### src/rtl/branch_pkg.sv
// Shared opcode/funct3 constants and the result-register state type for the branch unit.
package branch_pkg;

    localparam logic [6:0] OP_BRANCH = 7'b1100011;
    localparam logic [6:0] OP_JAL    = 7'b1101111;
    localparam logic [6:0] OP_JALR   = 7'b1100111;

    localparam logic [2:0] F3_BEQ  = 3'b000;
    localparam logic [2:0] F3_BNE  = 3'b001;
    localparam logic [2:0] F3_BLT  = 3'b100;
    localparam logic [2:0] F3_BGE  = 3'b101;
    localparam logic [2:0] F3_BLTU = 3'b110;
    localparam logic [2:0] F3_BGEU = 3'b111;

    typedef enum logic {
        ST_EMPTY = 1'b0,
        ST_FULL  = 1'b1
    } state_t;

endpackage

### src/rtl/branch_cmp.sv
// Combinational branch condition evaluation; funct3 010/011 are reserved and flagged illegal.
module branch_cmp
    import branch_pkg::*;
#(
    parameter int XLEN = 32
) (
    input  logic [XLEN-1:0] src0,
    input  logic [XLEN-1:0] src1,
    input  logic [2:0]      funct3,
    output logic            taken,
    output logic            illegal
);

    always_comb begin
        taken   = 1'b0;
        illegal = 1'b0;
        case (funct3)
            F3_BEQ:  taken = (src0 == src1);
            F3_BNE:  taken = (src0 != src1);
            F3_BLT:  taken = ($signed(src0) <  $signed(src1));
            F3_BGE:  taken = ($signed(src0) >= $signed(src1));
            F3_BLTU: taken = (src0 <  src1);
            F3_BGEU: taken = (src0 >= src1);
            default: illegal = 1'b1;
        endcase
    end

endmodule

### src/rtl/branch_unit.sv
// Branch/jump resolution unit with a single-entry result register (latency 1, full throughput).
// Optional performance counters are built when BRANCH_UNIT_PERF_CNT_EN is defined.
module branch_unit
    import branch_pkg::*;
#(
    parameter int XLEN  = 32,
    parameter int CNT_W = 32
) (
    input  logic             clk,
    input  logic             rst,
    input  logic             in_valid,
    output logic             in_ready,
    input  logic [6:0]       opcode,
    input  logic [2:0]       funct3,
    input  logic [XLEN-1:0]  src0,
    input  logic [XLEN-1:0]  src1,
    input  logic [XLEN-1:0]  pc,
    input  logic [XLEN-1:0]  imm,
    input  logic             pred_taken,
    input  logic             flush,
    output logic             out_valid,
    input  logic             out_ready,
    output logic             out_taken,
    output logic [XLEN-1:0]  out_target,
    output logic [XLEN-1:0]  out_link,
    output logic             out_mispredict,
    output logic             out_illegal,
    output logic [CNT_W-1:0] br_count,
    output logic [CNT_W-1:0] mispred_count
);

    state_t            r_state;
    state_t            w_state_nxt;
    logic              w_accept;
    logic              w_cmp_taken;
    logic              w_cmp_illegal;
    logic              w_taken;
    logic              w_illegal;
    logic              w_is_cf;
    logic              w_mispred;
    logic [XLEN-1:0]   w_pc4;
    logic [XLEN-1:0]   w_pc_imm;
    logic [XLEN-1:0]   w_jalr_sum;
    logic [XLEN-1:0]   w_target;

    logic              r_taken;
    logic [XLEN-1:0]   r_target;
    logic [XLEN-1:0]   r_link;
    logic              r_mispred;
    logic              r_illegal;

    branch_cmp #(.XLEN(XLEN)) u_cmp (
        .src0    (src0),
        .src1    (src1),
        .funct3  (funct3),
        .taken   (w_cmp_taken),
        .illegal (w_cmp_illegal)
    );

    assign in_ready  = (r_state == ST_EMPTY) || out_ready;
    assign w_accept  = in_valid && in_ready && !flush;
    assign out_valid = (r_state == ST_FULL);

    assign w_pc4      = pc + XLEN'(4);
    assign w_pc_imm   = pc + imm;
    assign w_jalr_sum = src0 + imm;

    always_comb begin
        w_taken   = 1'b0;
        w_illegal = 1'b0;
        w_is_cf   = 1'b0;
        w_target  = w_pc4;
        case (opcode)
            OP_BRANCH: begin
                w_is_cf   = 1'b1;
                w_taken   = w_cmp_taken;
                w_illegal = w_cmp_illegal;
                w_target  = w_cmp_taken ? w_pc_imm : w_pc4;
            end
            OP_JAL: begin
                w_is_cf  = 1'b1;
                w_taken  = 1'b1;
                w_target = w_pc_imm;
            end
            OP_JALR: begin
                w_is_cf  = 1'b1;
                w_taken  = 1'b1;
                w_target = {w_jalr_sum[XLEN-1:1], 1'b0};
            end
            default: ;
        endcase
        w_mispred = w_is_cf && (w_taken ^ pred_taken);
    end

    // Flush beats accept and drain; accept while draining keeps the entry FULL.
    always_comb begin
        w_state_nxt = r_state;
        case (r_state)
            ST_EMPTY: if (w_accept) w_state_nxt = ST_FULL;
            ST_FULL: begin
                if (flush)          w_state_nxt = ST_EMPTY;
                else if (w_accept)  w_state_nxt = ST_FULL;
                else if (out_ready) w_state_nxt = ST_EMPTY;
            end
            default: w_state_nxt = ST_EMPTY;
        endcase
    end

    always_ff @(posedge clk) begin
        if (rst) r_state <= ST_EMPTY;
        else     r_state <= w_state_nxt;
    end

    always_ff @(posedge clk) begin
        if (rst) begin
            r_taken   <= 1'b0;
            r_target  <= '0;
            r_link    <= '0;
            r_mispred <= 1'b0;
            r_illegal <= 1'b0;
        end else if (w_accept) begin
            r_taken   <= w_taken;
            r_target  <= w_target;
            r_link    <= w_pc4;
            r_mispred <= w_mispred;
            r_illegal <= w_illegal;
        end
    end

    assign out_taken      = r_taken;
    assign out_target     = r_target;
    assign out_link       = r_link;
    assign out_mispredict = r_mispred;
    assign out_illegal    = r_illegal;

`ifdef BRANCH_UNIT_PERF_CNT_EN
    logic             r_is_cf;
    logic             w_hs_cf;
    logic [CNT_W-1:0] r_br_cnt;
    logic [CNT_W-1:0] r_mis_cnt;

    // A handshake coinciding with flush is discarded and not counted.
    assign w_hs_cf = out_valid && out_ready && !flush && r_is_cf;

    always_ff @(posedge clk) begin
        if (rst)           r_is_cf <= 1'b0;
        else if (w_accept) r_is_cf <= w_is_cf;
    end

    always_ff @(posedge clk) begin
        if (rst) begin
            r_br_cnt  <= '0;
            r_mis_cnt <= '0;
        end else if (w_hs_cf) begin
            if (r_br_cnt != {CNT_W{1'b1}})
                r_br_cnt <= r_br_cnt + CNT_W'(1);
            if (r_mispred && (r_mis_cnt != {CNT_W{1'b1}}))
                r_mis_cnt <= r_mis_cnt + CNT_W'(1);
        end
    end

    assign br_count      = r_br_cnt;
    assign mispred_count = r_mis_cnt;
`else
    assign br_count      = '0;
    assign mispred_count = '0;
`endif

endmodule

### config.mk
export PLATFORM = sky130hd
export DESIGN_NAME = branch_unit
export DESIGN_NICKNAME = d
export VERILOG_FILES = /design/src/rtl/branch_pkg.sv /design/src/rtl/branch_cmp.sv /design/src/rtl/branch_unit.sv
export SDC_FILE = /design/constraint.sdc
export NUM_CORES = 1
export LEC_CHECK = 0
export ABC_AREA = 1
export CORE_ASPECT_RATIO = 1.25
export CORE_MARGIN = 2
export CORE_UTILIZATION = 30
export CTS_BUF_LIST = sky130_fd_sc_hd__clkbuf_8
export DETAILED_ROUTE_END_ITERATION = 6
export GPL_TIMING_DRIVEN = 0
export PLACE_DENSITY_LB_ADDON = 0.12
export SLEW_MARGIN = 10
export SYNTH_ARGS = -nofsm -noshare
export SYNTH_HDL_FRONTEND = slang
export SYNTH_SLANG_ARGS = --single-unit
### constraint.sdc
create_clock -name clk -period 5.9 [get_ports clk]
set_input_delay 0.885 -clock clk [delete_from_list [all_inputs] [get_ports clk]]
set_output_delay 0.885 -clock clk [all_outputs]
set_load 0.005 [all_outputs]
==> run_results.csv <==
group,metric,value,unit
place,port_buffers,211,
synth,ys_warn_count,0,
min_path,hold_path_class,"flip-flop to flip-flop",
synth,synth_top_area_share,0.151,
timing,max_freq,268,MHz
worst_setup_path,cp_slowest_cell,"clkdlybuf4s50_1",
timing,rsz0062_at_grt,"false",
detailed_routing,drtAntennaViolNets,0,
worst_setup_path,cp-end-kind,"flip-flop",
synth,synth_ff_type,"dfxtp_1",
outcome,status,"completed",
die,io_pins,277,
min_path,min_path_cells,2,
worst_setup_path,cp.arrival,3940,ps
job,max_cap_violations,0,
timing,slew_violations,0,
synth,netlist_top_cells_area,"dfxtp_1 15%, nand2_1 15%, ha_1 13%",
die,start_util,0.303,
synth,synth_largest_area_cell,"dfxtp_1",
detailed_routing,drt_iter0_drc,546,
synth,postSynthCellCount,1479,
worst_setup_path,crit_chain,"clkdlybuf4s50_1, ha_1, fa_1, nand3_1, nand2_1, a21oi_1, o21bai_1, nand3_1, nand2_1, or2_2, nand3_1, o21ai_0, nor2_1, nand2_1, nand2_1, a21oi_1",
clock_tree,cts_hold_buf,0,
worst_setup_path,reg2reg_depth,7,
detailed_routing,drt-pass1-iter-count,5,
grt,overflow,0,
power_and_ir_drop,power_density,137,nW/um^2
place,dp_hpwl,31000,um
worst_setup_path,cp.required,6110,ps
detailed_routing,drc,0,
detailed_routing,routedWlPerCell,16.3,um
detailed_routing,via_per_inst,4.75,
grt,track_usage,0.217,
clock_tree,clock_latency,340,ps
clock_tree,clock_path_buffers,2,
die,fp.dieH,198,um
finish,instances_no_fill,2170,
synth,ys_seq_area_frac,0.151,
synth,yosys-top-cells-count,"351 x nand2_1, 172 x inv_1, 163 x a21oi_1",
place,place.gp.congestion,0.871,
worst_setup_path,max_stage_delay,460,ps
synth,ys_types,51,
clock_tree,h-tree-depth,3,
grt,antenna_found_initial,3,
grt,grtUsageMet1,0.262,
clock_tree,path_clk_slew,70,ps
timing,fin_skew,8.68,ps
finish,fin_area,12100,um^2
finish,num-nets-final,2004,
die,rows,71,
place,place_inst,2154,
synth,synth_edf_count,0,
timing,slew_headroom,0.284,
timing,hold_slack,466,ps
timing,final-hold-violation-count,0,
finish,utilization,0.404,
die,core-area,29800,um^2
clock_tree,ctsResizeCount,0,
timing,period_needed,3730,ps
synth,syn_avg_cell_area,6.11,um^2
detailed_routing,vias,10317,
place,post_dp_cell_area,11900,um^2
power_and_ir_drop,peakVddDrop,87.1,uV
die,die_w,159,um
grt,use_met3,0.0168,
timing,setup_violations,0,
synth,async_flop_share,0,
finish,layout-drive-gt1-share,0.0764,
timing,final.setup.tns,0,ps
worst_setup_path,crit_fanout,4,
grt,grt_pass1_vias,9900,
worst_setup_path,crit_path_start_kind,"input pin",
grt,grtUsageMet2,0.406,
timing,finalCritPeriodShare,0.632,
grt,grt_max_degree,11,
clock_tree,postCtsSetupBuffers,0,
clock_tree,clkSinkCount,68,
timing,worst_pin_slew,1070,ps
grt,grt_pass1_wl,53400,um
power_and_ir_drop,p_leak,5.73,nW
synth,yosysMostFrequentCell,"nand2_1",
clock_tree,cts_made_buffers,9,
clock_tree,cts_tree,"built",
worst_setup_path,crit_top_cell,"nand2_1",
synth,netlist_area,9040,um^2
clock_tree,root_buffer,"clkbuf_8",
worst_setup_path,critPathKind,"input pin to flip-flop",
synth,ys_ff_latch,68,
detailed_routing,routed_wl,35300,um
grt,grt-busiest-layer,"met2",
finish,area_growth,33.4,%
die,die_area,31600,um^2
## worst max-delay path, delay by kind of cell
kind	cells	cell delay, ps
fa+ha+maj	2	630
compound gates	4	900
buf+inv	1	460
simple gates	9	1050
## cell families after synthesis
family | count (synthesis) | synth area share
simple gates | 666 | 0.323
compound gates | 314 | 0.194
buf+inv | 279 | 0.144
fa+ha+maj | 96 | 0.134
flops | 68 | 0.151
xor+xnor | 55 | 0.0533
other cells | 1 | 0.000415
## worst paths after layout
| check | slack (ps) | startpoint | to |
|---|---|---|---|
| min | 470 | out_target[14] | out_target[14] |
| max reg2reg | 3090 | out_valid | out_link[11] |
| min reg2reg | 470 | out_target[14] | out_target[14] |
| max | 2170 | imm[0] | out_target[16] |
## flip-flops by register name, indices dropped and copies added (netlist names)
name and cells:
out_illegal 1, out_target 32, out_valid 1, out_mispredict 1
out_link 32, out_taken 1
## routing by layer
metal / share of wire / vias up / wire, um
li1: - / 5365 / -
met1: 0.43 / 4617 / 15300
met2: 0.50 / 288 / 17600
met3: 0.039 / 47 / 1390
met4: 0.029 / 0 / 1040
met5: 0 / - / 0
## cells in the final DEF (no fill, tap or decap), types with 11 or more instances in the layout
cell type	n
nand2_1	351
clkdlybuf4s50_1	211
inv_1	172
a21oi_1	163
nor2_1	122
ha_1	94
nand3_1	91
o21ai_0	76
dfxtp_1	68
buf_4	64
conb_1	64
xor2_1	36
clkbuf_1	27
nor3_1	21
a21o_1	21
nand4_1	19
xnor2_1	19
nor4_1	11
or2_2	11
clkbuf_8	11
## power breakdown
| part | switching, mW | leakage (nW) | internal (mW) |
|---|---|---|---|
| combinational | 0.458 | 5.09 | 0.359 |
| clock | 0.171 | 0.0832 | 0.168 |
| sequential | 0.0161 | 0.559 | 0.487 |
## layout make-up
type,count,area [um^2]
multi-input combinational,1195,6610
clock buffer,11,151
inverter,181,679
clock inverter,2,12.5
antenna,3,7.51
buffer,98,627
tap,401,502
timing repair buffer,211,2110
sequential,68,1360
fill,3335,17800
## stage by stage
step | total power, mW | setup WS [ps]
3_5_place_dp | 1.33 | 1780
5_1_grt | 1.78 | 1990
3_3_place_gp | 1.32 | 1770
2_1_floorplan | 1.00 | 2980
4_1_cts | 1.66 | 2140
6_report | 1.66 | 2170
Power figures use the tool's default switching activity.
